### src/rtl/aes_round_sequencer.sv
`default_nettype none
// ============================================================================
//  Module   : aes_round_sequencer
//  Purpose  : Control and state holding for an AES-128 encryption engine. It
//             accepts a plaintext/key pair, applies the initial AddRoundKey,
//             and then iterates ten rounds through an external combinational
//             round datapath. The datapath performs SubBytes, ShiftRows,
//             MixColumns, key expansion and AddRoundKey. The ciphertext is
//             then presented with a valid/ready handshake.
//  Ports    : clk, rst            - clock, synchronous active-high reset
//             in_valid/in_ready   - input handshake (ready only in IDLE)
//             pt_in, key_in       - plaintext and key, byte 0 = [127:120]
//             rnd_state_o/key_o   - current state and round key to datapath
//             rnd_rcon_o          - Rcon for this round's key expansion
//             rnd_last_o          - final round (datapath skips MixColumns)
//             rnd_state_i/key_i   - datapath results captured each round
//             ct_out, out_valid,
//             out_ready           - output handshake
//             empty               - no block held
//             round_o             - current round (0 outside ROUND)
//             abort               - only present with AES_SEQ_ABORT_EN
//  Options  : `define AES_SEQ_ABORT_EN adds the abort input. When abort is
//             asserted in ROUND or DONE, the in-flight block is dropped.
//  Revision : 1.0 - initial release
// ============================================================================
module aes_round_sequencer (
   input  logic           clk,
   input  logic           rst,
`ifdef AES_SEQ_ABORT_EN
   input  logic           abort,
`endif
   input  logic           in_valid,
   output logic           in_ready,
   input  logic [127:0]   pt_in,
   input  logic [127:0]   key_in,
   output logic [127:0]   rnd_state_o,
   output logic [127:0]   rnd_key_o,
   output logic [7:0]     rnd_rcon_o,
   output logic           rnd_last_o,
   input  logic [127:0]   rnd_state_i,
   input  logic [127:0]   rnd_key_i,
   output logic [127:0]   ct_out,
   output logic           out_valid,
   input  logic           out_ready,
   output logic           empty,
   output logic [3:0]     round_o
);

   localparam logic [1:0] C_IDLE       = 2'd0;
   localparam logic [1:0] C_ROUND      = 2'd1;
   localparam logic [1:0] C_DONE       = 2'd2;
   localparam logic [3:0] C_LAST_ROUND = 4'd10;
   localparam logic [7:0] C_RCON_INIT  = 8'h01;

   logic [1:0]   fsm_d,   fsm_q;
   logic [127:0] blk_d,   blk_q;
   logic [127:0] key_d,   key_q;
   logic [7:0]   rcon_d,  rcon_q;
   logic [3:0]   round_d, round_q;
   logic         w_abort;

`ifdef AES_SEQ_ABORT_EN
   assign w_abort = abort;
`else
   assign w_abort = 1'b0;
`endif

   // Doubling in GF(2^8); 80h wraps to 1Bh so Rcon follows 01..80,1B,36.
   function automatic logic [7:0] xtime(input logic [7:0] b);
      return {b[6:0], 1'b0} ^ (b[7] ? 8'h1B : 8'h00);
   endfunction

   always_comb begin
      fsm_d   = fsm_q;
      blk_d   = blk_q;
      key_d   = key_q;
      rcon_d  = rcon_q;
      round_d = round_q;

      case (fsm_q)
         C_IDLE: begin
            if (in_valid) begin
               fsm_d   = C_ROUND;
               blk_d   = pt_in ^ key_in;   // round-0 AddRoundKey
               key_d   = key_in;
               rcon_d  = C_RCON_INIT;
               round_d = 4'd1;
            end
         end
         C_ROUND: begin
            blk_d  = rnd_state_i;
            key_d  = rnd_key_i;
            rcon_d = xtime(rcon_q);
            if (round_q == C_LAST_ROUND) begin
               fsm_d   = C_DONE;
               round_d = 4'd0;
            end else begin
               round_d = round_q + 4'd1;
            end
         end
         C_DONE: begin
            // blk_q is held untouched, so ct_out stays stable under back-pressure
            if (out_ready) begin
               fsm_d = C_IDLE;
            end
         end
         default: begin
            fsm_d   = C_IDLE;
            round_d = 4'd0;
         end
      endcase

      // Abort discards the block and restores the reset image of every register.
      if (w_abort && (fsm_q != C_IDLE)) begin
         fsm_d   = C_IDLE;
         blk_d   = '0;
         key_d   = '0;
         rcon_d  = C_RCON_INIT;
         round_d = 4'd0;
      end
   end

   always_ff @(posedge clk) begin
      if (rst) begin
         fsm_q   <= C_IDLE;
         blk_q   <= '0;
         key_q   <= '0;
         rcon_q  <= C_RCON_INIT;
         round_q <= 4'd0;
      end else begin
         fsm_q   <= fsm_d;
         blk_q   <= blk_d;
         key_q   <= key_d;
         rcon_q  <= rcon_d;
         round_q <= round_d;
      end
   end

   assign in_ready    = (fsm_q == C_IDLE);
   assign empty       = (fsm_q == C_IDLE);
   assign out_valid   = (fsm_q == C_DONE);
   assign rnd_state_o = blk_q;
   assign rnd_key_o   = key_q;
   assign rnd_rcon_o  = rcon_q;
   assign rnd_last_o  = (fsm_q == C_ROUND) && (round_q == C_LAST_ROUND);
   assign ct_out      = blk_q;
   assign round_o     = (fsm_q == C_ROUND) ? round_q : 4'd0;

endmodule
`default_nettype wire

### config.mk
export PLATFORM = sky130hd
export DESIGN_NAME = aes_round_sequencer
export DESIGN_NICKNAME = d
export VERILOG_FILES = /design/src/rtl/aes_round_sequencer.sv
export SDC_FILE = /design/constraint.sdc
export NUM_CORES = 1
export LEC_CHECK = 0
export ABC_AREA = 1
export ABC_CLOCK_PERIOD_IN_PS = 1600
export BUFFER_PORTS_ARGS = -buffer_cell sky130_fd_sc_hd__buf_4
export CAP_MARGIN = 0
export CORE_AREA = 5 5 354 356
export DETAILED_ROUTE_END_ITERATION = 7
export DIE_AREA = 0 0 359 361
export HOLD_SLACK_MARGIN = 0.1
export PLACE_DENSITY = 0.37
export SYNTH_ARGS = -nofsm -noshare
export SYNTH_HDL_FRONTEND = slang
export SYNTH_SLANG_ARGS = --single-unit
### constraint.sdc
create_clock -name clk -period 1.6 [get_ports clk]
set_input_delay 0.32 -clock clk [delete_from_list [all_inputs] [get_ports clk]]
set_output_delay 0.32 -clock clk [all_outputs]
set_load 0.03 [all_outputs]
==> impl_metrics.prom <==
# TYPE chip_impl_metric gauge
chip_impl_info{name="outcome",value="complete, but fails checks"} 1
chip_impl_info{name="violations_in_the_final_reports",value="setup timing"} 1
chip_impl_metric{name="avgSynthCellArea",unit="sq um"} 6.341
chip_impl_metric{name="netlist-cell-type-count",unit=""} 20
chip_impl_metric{name="drt-vias-per-instance",unit=""} 3.711
chip_impl_metric{name="mappedNetlistNets",unit=""} 2798
chip_impl_info{name="critical_path.most_common_cell",value="sky130_fd_sc_hd__buf_6"} 1
chip_impl_info{name="worst-setup-path-type",value="reg -> out"} 1
chip_impl_metric{name="fill_cells",unit=""} 13710
chip_impl_metric{name="drt_drc_violations_left",unit=""} 0
chip_impl_metric{name="final.period_utilization",unit="%"} 112.9
chip_impl_info{name="yosysTopAreaCell",value="sky130_fd_sc_hd__dfxtp_1"} 1
chip_impl_info{name="crit_path_leading_delay_family",value="buffers and inverters"} 1
chip_impl_metric{name="cts_num_sinks",unit=""} 270
chip_impl_metric{name="slew_violations",unit=""} 0
chip_impl_metric{name="cp_num_buf_inv",unit=""} 3
chip_impl_metric{name="wl_per_cell",unit="microns"} 18.88
chip_impl_metric{name="via_count",unit=""} 19040
chip_impl_metric{name="timing.critical_path.arrival",unit="ns"} 1.49
chip_impl_metric{name="power_per_cell_area",unit="mW/mm^2"} 947.7
chip_impl_metric{name="maxSlewHeadroom",unit="%"} 68.28
chip_impl_metric{name="synth_seq_cells",unit=""} 270
chip_impl_metric{name="io_pins",unit=""} 916
chip_impl_metric{name="min_delay_path_depth",unit=""} 5
chip_impl_metric{name="final.setup.worst_slack",unit="ns"} -0.2070
chip_impl_info{name="synth_top_cells_by_area",value="sky130_fd_sc_hd__dfxtp_1, sky130_fd_sc_hd__o21ai_0, sky130_fd_sc_hd__nand2_1"} 1
chip_impl_metric{name="count_of_synthesis_stage_warnings_from_yosys",unit=""} 0
chip_impl_metric{name="firstDrtPassIters",unit=""} 5
chip_impl_metric{name="num-nets-final",unit=""} 3990
chip_impl_metric{name="groute.usage.overall",unit="%"} 14.20
chip_impl_metric{name="finalHoldViolCount",unit=""} 0
chip_impl_metric{name="drt-initial-drc-count",unit=""} 848
chip_impl_info{name="worst_setup_path_start_kind",value="flip-flop"} 1
chip_impl_metric{name="maxCapViolations",unit=""} 0
chip_impl_info{name="hold_path_class",value="in -> reg"} 1
chip_impl_metric{name="fin_worst_skew",unit="ns"} 0.02027
chip_impl_metric{name="globalRouteOverflowTotal",unit=""} 0
chip_impl_metric{name="synth_adder_area_share",unit="%"} 0.1731
chip_impl_info{name="clock_tree.root_cell",value="sky130_fd_sc_hd__clkbuf_16"} 1
chip_impl_metric{name="min_period",unit="ns"} 1.807
chip_impl_metric{name="critical_path_peak_fanout",unit=""} 4
chip_impl_metric{name="placed_cells_incl_taps",unit=""} 4669
chip_impl_metric{name="die_area",unit="sq mm"} 0.1296
chip_impl_metric{name="setup_viol",unit=""} 121
chip_impl_metric{name="number_of_global_route_vias_before_repair",unit=""} 19650
chip_impl_metric{name="r2r_cells",unit=""} 8
chip_impl_metric{name="globalplace.congestion",unit=""} 0.8520
chip_impl_metric{name="compound_gate_fraction_of_synth_area",unit="%"} 22.89
chip_impl_info{name="setup_repair_after_global_routing_missed_its_margin",value="true"} 1
chip_impl_metric{name="number_of_antenna_violations_at_the_first_check_in_global_routing",unit=""} 11
chip_impl_metric{name="clock_path_buffers",unit=""} 3
chip_impl_metric{name="cts_made_buffers",unit=""} 38
chip_impl_metric{name="cp_data_required_time",unit="ns"} 1.28
chip_impl_metric{name="drive_above_1_share",unit="%"} 33.06
chip_impl_metric{name="area.growth.synth_to_final",unit="%"} 96.95
chip_impl_info{name="crit_path_top_delay_cell",value="sky130_fd_sc_hd__dfxtp_4"} 1
chip_impl_metric{name="synth.cell_area",unit="sq mm"} 0.01446
chip_impl_metric{name="worst_setup_hold_path_clk_slew",unit="ns"} 0.06
chip_impl_metric{name="max_clock_freq",unit="MHz"} 553.4
chip_impl_metric{name="grt_pass1_wl",unit="mm"} 137.0
chip_impl_metric{name="p_leak",unit="uW"} 0.01394
chip_impl_metric{name="final_antenna_net_count",unit=""} 0
chip_impl_info{name="tritoncts",value="built"} 1
chip_impl_metric{name="route.final.wire_length",unit="mm"} 96.86
chip_impl_metric{name="vdd.ir_drop.worst",unit="mV"} 0.5401
chip_impl_metric{name="rows",unit=""} 128
chip_impl_info{name="worstSetupEndpointType",value="output pin"} 1
chip_impl_info{name="synth_top_family_by_area",value="simple AND/OR/NAND/NOR gates"} 1
chip_impl_metric{name="fp.dieH",unit="microns"} 361
chip_impl_metric{name="synth_simple_gate_area_share",unit="%"} 23.89
chip_impl_metric{name="largest_net_degree_at_the_start_of_global_routing",unit=""} 63
chip_impl_metric{name="synthMuxAreaShare",unit="%"} 0
chip_impl_metric{name="core_area",unit="sq mm"} 0.1214
chip_impl_metric{name="synth.yosys.seq_area_share",unit="%"} 37.39
chip_impl_metric{name="worst_skew_pair.late_latency",unit="ns"} 0.57
chip_impl_info{name="critical_path.cell_chain",value="buf_6 > nand2_8 > buf_16 > nor2_4 > buf_6"} 1
chip_impl_metric{name="number_of_levels_the_h_tree_was_split_into",unit=""} 2
chip_impl_metric{name="worst_path_largest_cell_delay",unit="ns"} 0.37
chip_impl_metric{name="netlist_instances",unit=""} 2280
chip_impl_metric{name="stdcell_count",unit=""} 5129
chip_impl_metric{name="number_of_buffer_cells_added_on_primary_ports",unit=""} 915
chip_impl_metric{name="start_util",unit="%"} 11.91
chip_impl_metric{name="worst-path-stages",unit=""} 5
chip_impl_metric{name="die-width",unit="microns"} 359
chip_impl_metric{name="timing_worst_slew_pin_value",unit="ns"} 0.4708
chip_impl_metric{name="yosys.area_share.xor_xnor",unit="%"} 0.06059
chip_impl_metric{name="yosys.area.top_type_share",unit="%"} 37.39
chip_impl_metric{name="detailed_place_hpwl",unit="mm"} 75.65
chip_impl_metric{name="report.power.total",unit="uW"} 26980
==> cells in the mapped netlist (all sizes together) <==
master / number
xor2: 1
dfxtp: 270
a21oi: 145
clkbuf: 87
nor2: 361
ha: 2
or2: 1
nand3: 36
o21ai: 515
inv: 171
buf: 184
o22ai: 1
nand2: 506
==> cells in the final DEF, fill, tap and decap left out, types with 3 or more instances in the layout <==
master,netlist,routed
sky130_fd_sc_hd__o21ai_1,98,98
sky130_fd_sc_hd__o21ai_0,417,417
sky130_fd_sc_hd__buf_6,0,14
sky130_fd_sc_hd__nand2_1,504,503
sky130_fd_sc_hd__inv_2,3,4
sky130_fd_sc_hd__nand3_1,36,35
sky130_fd_sc_hd__buf_16,0,7
sky130_fd_sc_hd__dfxtp_1,270,240
sky130_fd_sc_hd__diode_2,0,4
sky130_fd_sc_hd__nor2_4,1,5
sky130_fd_sc_hd__dfxtp_2,0,27
sky130_fd_sc_hd__buf_12,0,26
sky130_fd_sc_hd__buf_4,143,995
sky130_fd_sc_hd__clkinv_2,0,8
sky130_fd_sc_hd__inv_1,168,164
sky130_fd_sc_hd__buf_8,0,3
sky130_fd_sc_hd__clkbuf_16,0,39
sky130_fd_sc_hd__clkbuf_1,78,6
sky130_fd_sc_hd__dlygate4sd3_1,0,378
sky130_fd_sc_hd__nor2_1,360,353
sky130_fd_sc_hd__dfxtp_4,0,3
sky130_fd_sc_hd__clkbuf_8,0,10
sky130_fd_sc_hd__a21oi_1,145,145
sky130_fd_sc_hd__nor2_2,0,3
==> tightest hold or removal path, delay by kind of cell <==
| family | cells | cell delay (ns) |
|---|---|---|
| AND/OR/NAND/NOR | 4 | 0.28 |
| buffers and inverters | 1 | 0.08 |
==> cell families (layout without fill, tap and decap cells) <==
group	count (synthesis)	after routing
and+or+nand+nor	904	904
AOI/OAI and AO/OA	661	661
buffers and inverters	442	1662
DFF	270	270
adders and majority gates	2	2
xor gates and xnor gates	1	1
other	0	4
==> state kept, by name, summed over array words and instances (netlist names) <==
register    flops
rnd_rcon_o      8
fsm_q           2
ct_out        128
round_q         4
rnd_key_o     128
==> stage by stage <==
stage / setup WS, ns / utilization, % / setup TNS [ns] / hold slack (ns) / cell area [sq um]
2_1_floorplan: -0.03090 / - / -1.236 / 0.3891 / 14460
3_3_place_gp: -0.01989 / 19.00 / -0.03701 / 0.4718 / 23070
3_5_place_dp: -0.02405 / 19.00 / -0.04179 / 0.4812 / 23070
4_1_cts: -0.2739 / 23.43 / -11.54 / 0.1001 / 28450
5_1_grt: -0.2870 / 23.45 / -36.28 / 0.1150 / 28470
6_report: -0.2070 / 23.45 / -6.315 / 0.1345 / 28470
==> worst paths after layout <==
kind	startpoint	end	slack (ns)
setup / recovery	fsm_q[0]	round_o[0]	-0.21
hold / removal	rnd_key_i[40]	rnd_key_o[40]	0.13
setup reg to reg	fsm_q[0]	ct_out[66]	-0.13
hold reg to reg	rnd_rcon_o[5]	rnd_rcon_o[5]	0.49
==> routing by layer <==
layer / GRT usage (%) / part of all wire (%)
met1: 17.55 / 43
met4: 4.088 / 2.5
met2: 24.44 / 48
met5: 0 / 0.030
met3: 3.587 / 6.1
==> report_power, final <==
part / total (uW) / switching [uW] / internal, uW
Combinational: 9970 / 5830 / 4140
Sequential: 8230 / 711 / 7520
Clock: 8790 / 3540 / 5240
==> area by class of cell <==
type / instances / area (sq um) / share of cell area [%]
flip-flops and latches: 270 / 5450 / 19.14
repair buffers: 1423 / 12170 / 42.74
clock inverters: 13 / 123.9 / 0.4351
clock buffers: 55 / 1136 / 3.990
multi-input cells: 1568 / 6894 / 24.21
well taps: 1625 / 2033 / 7.141
inverters: 171 / 654.4 / 2.298
diodes: 4 / 10.01 / 0.03516
==> timing repair <==
| item | in CTS | in global routing |
|---|---|---|
| gates resized for setup | 75 | 5 |
| cloned | 2 | 0 |
| pin swaps | 4 | 0 |
| endpoints found under the setup margin | 56 | 267 |
| hold buffers | 378 | 0 |
| buffers inserted | 8 | 0 |
| hold endpoints to repair | 243 | 0 |
Power figures use the tool's default switching activity.
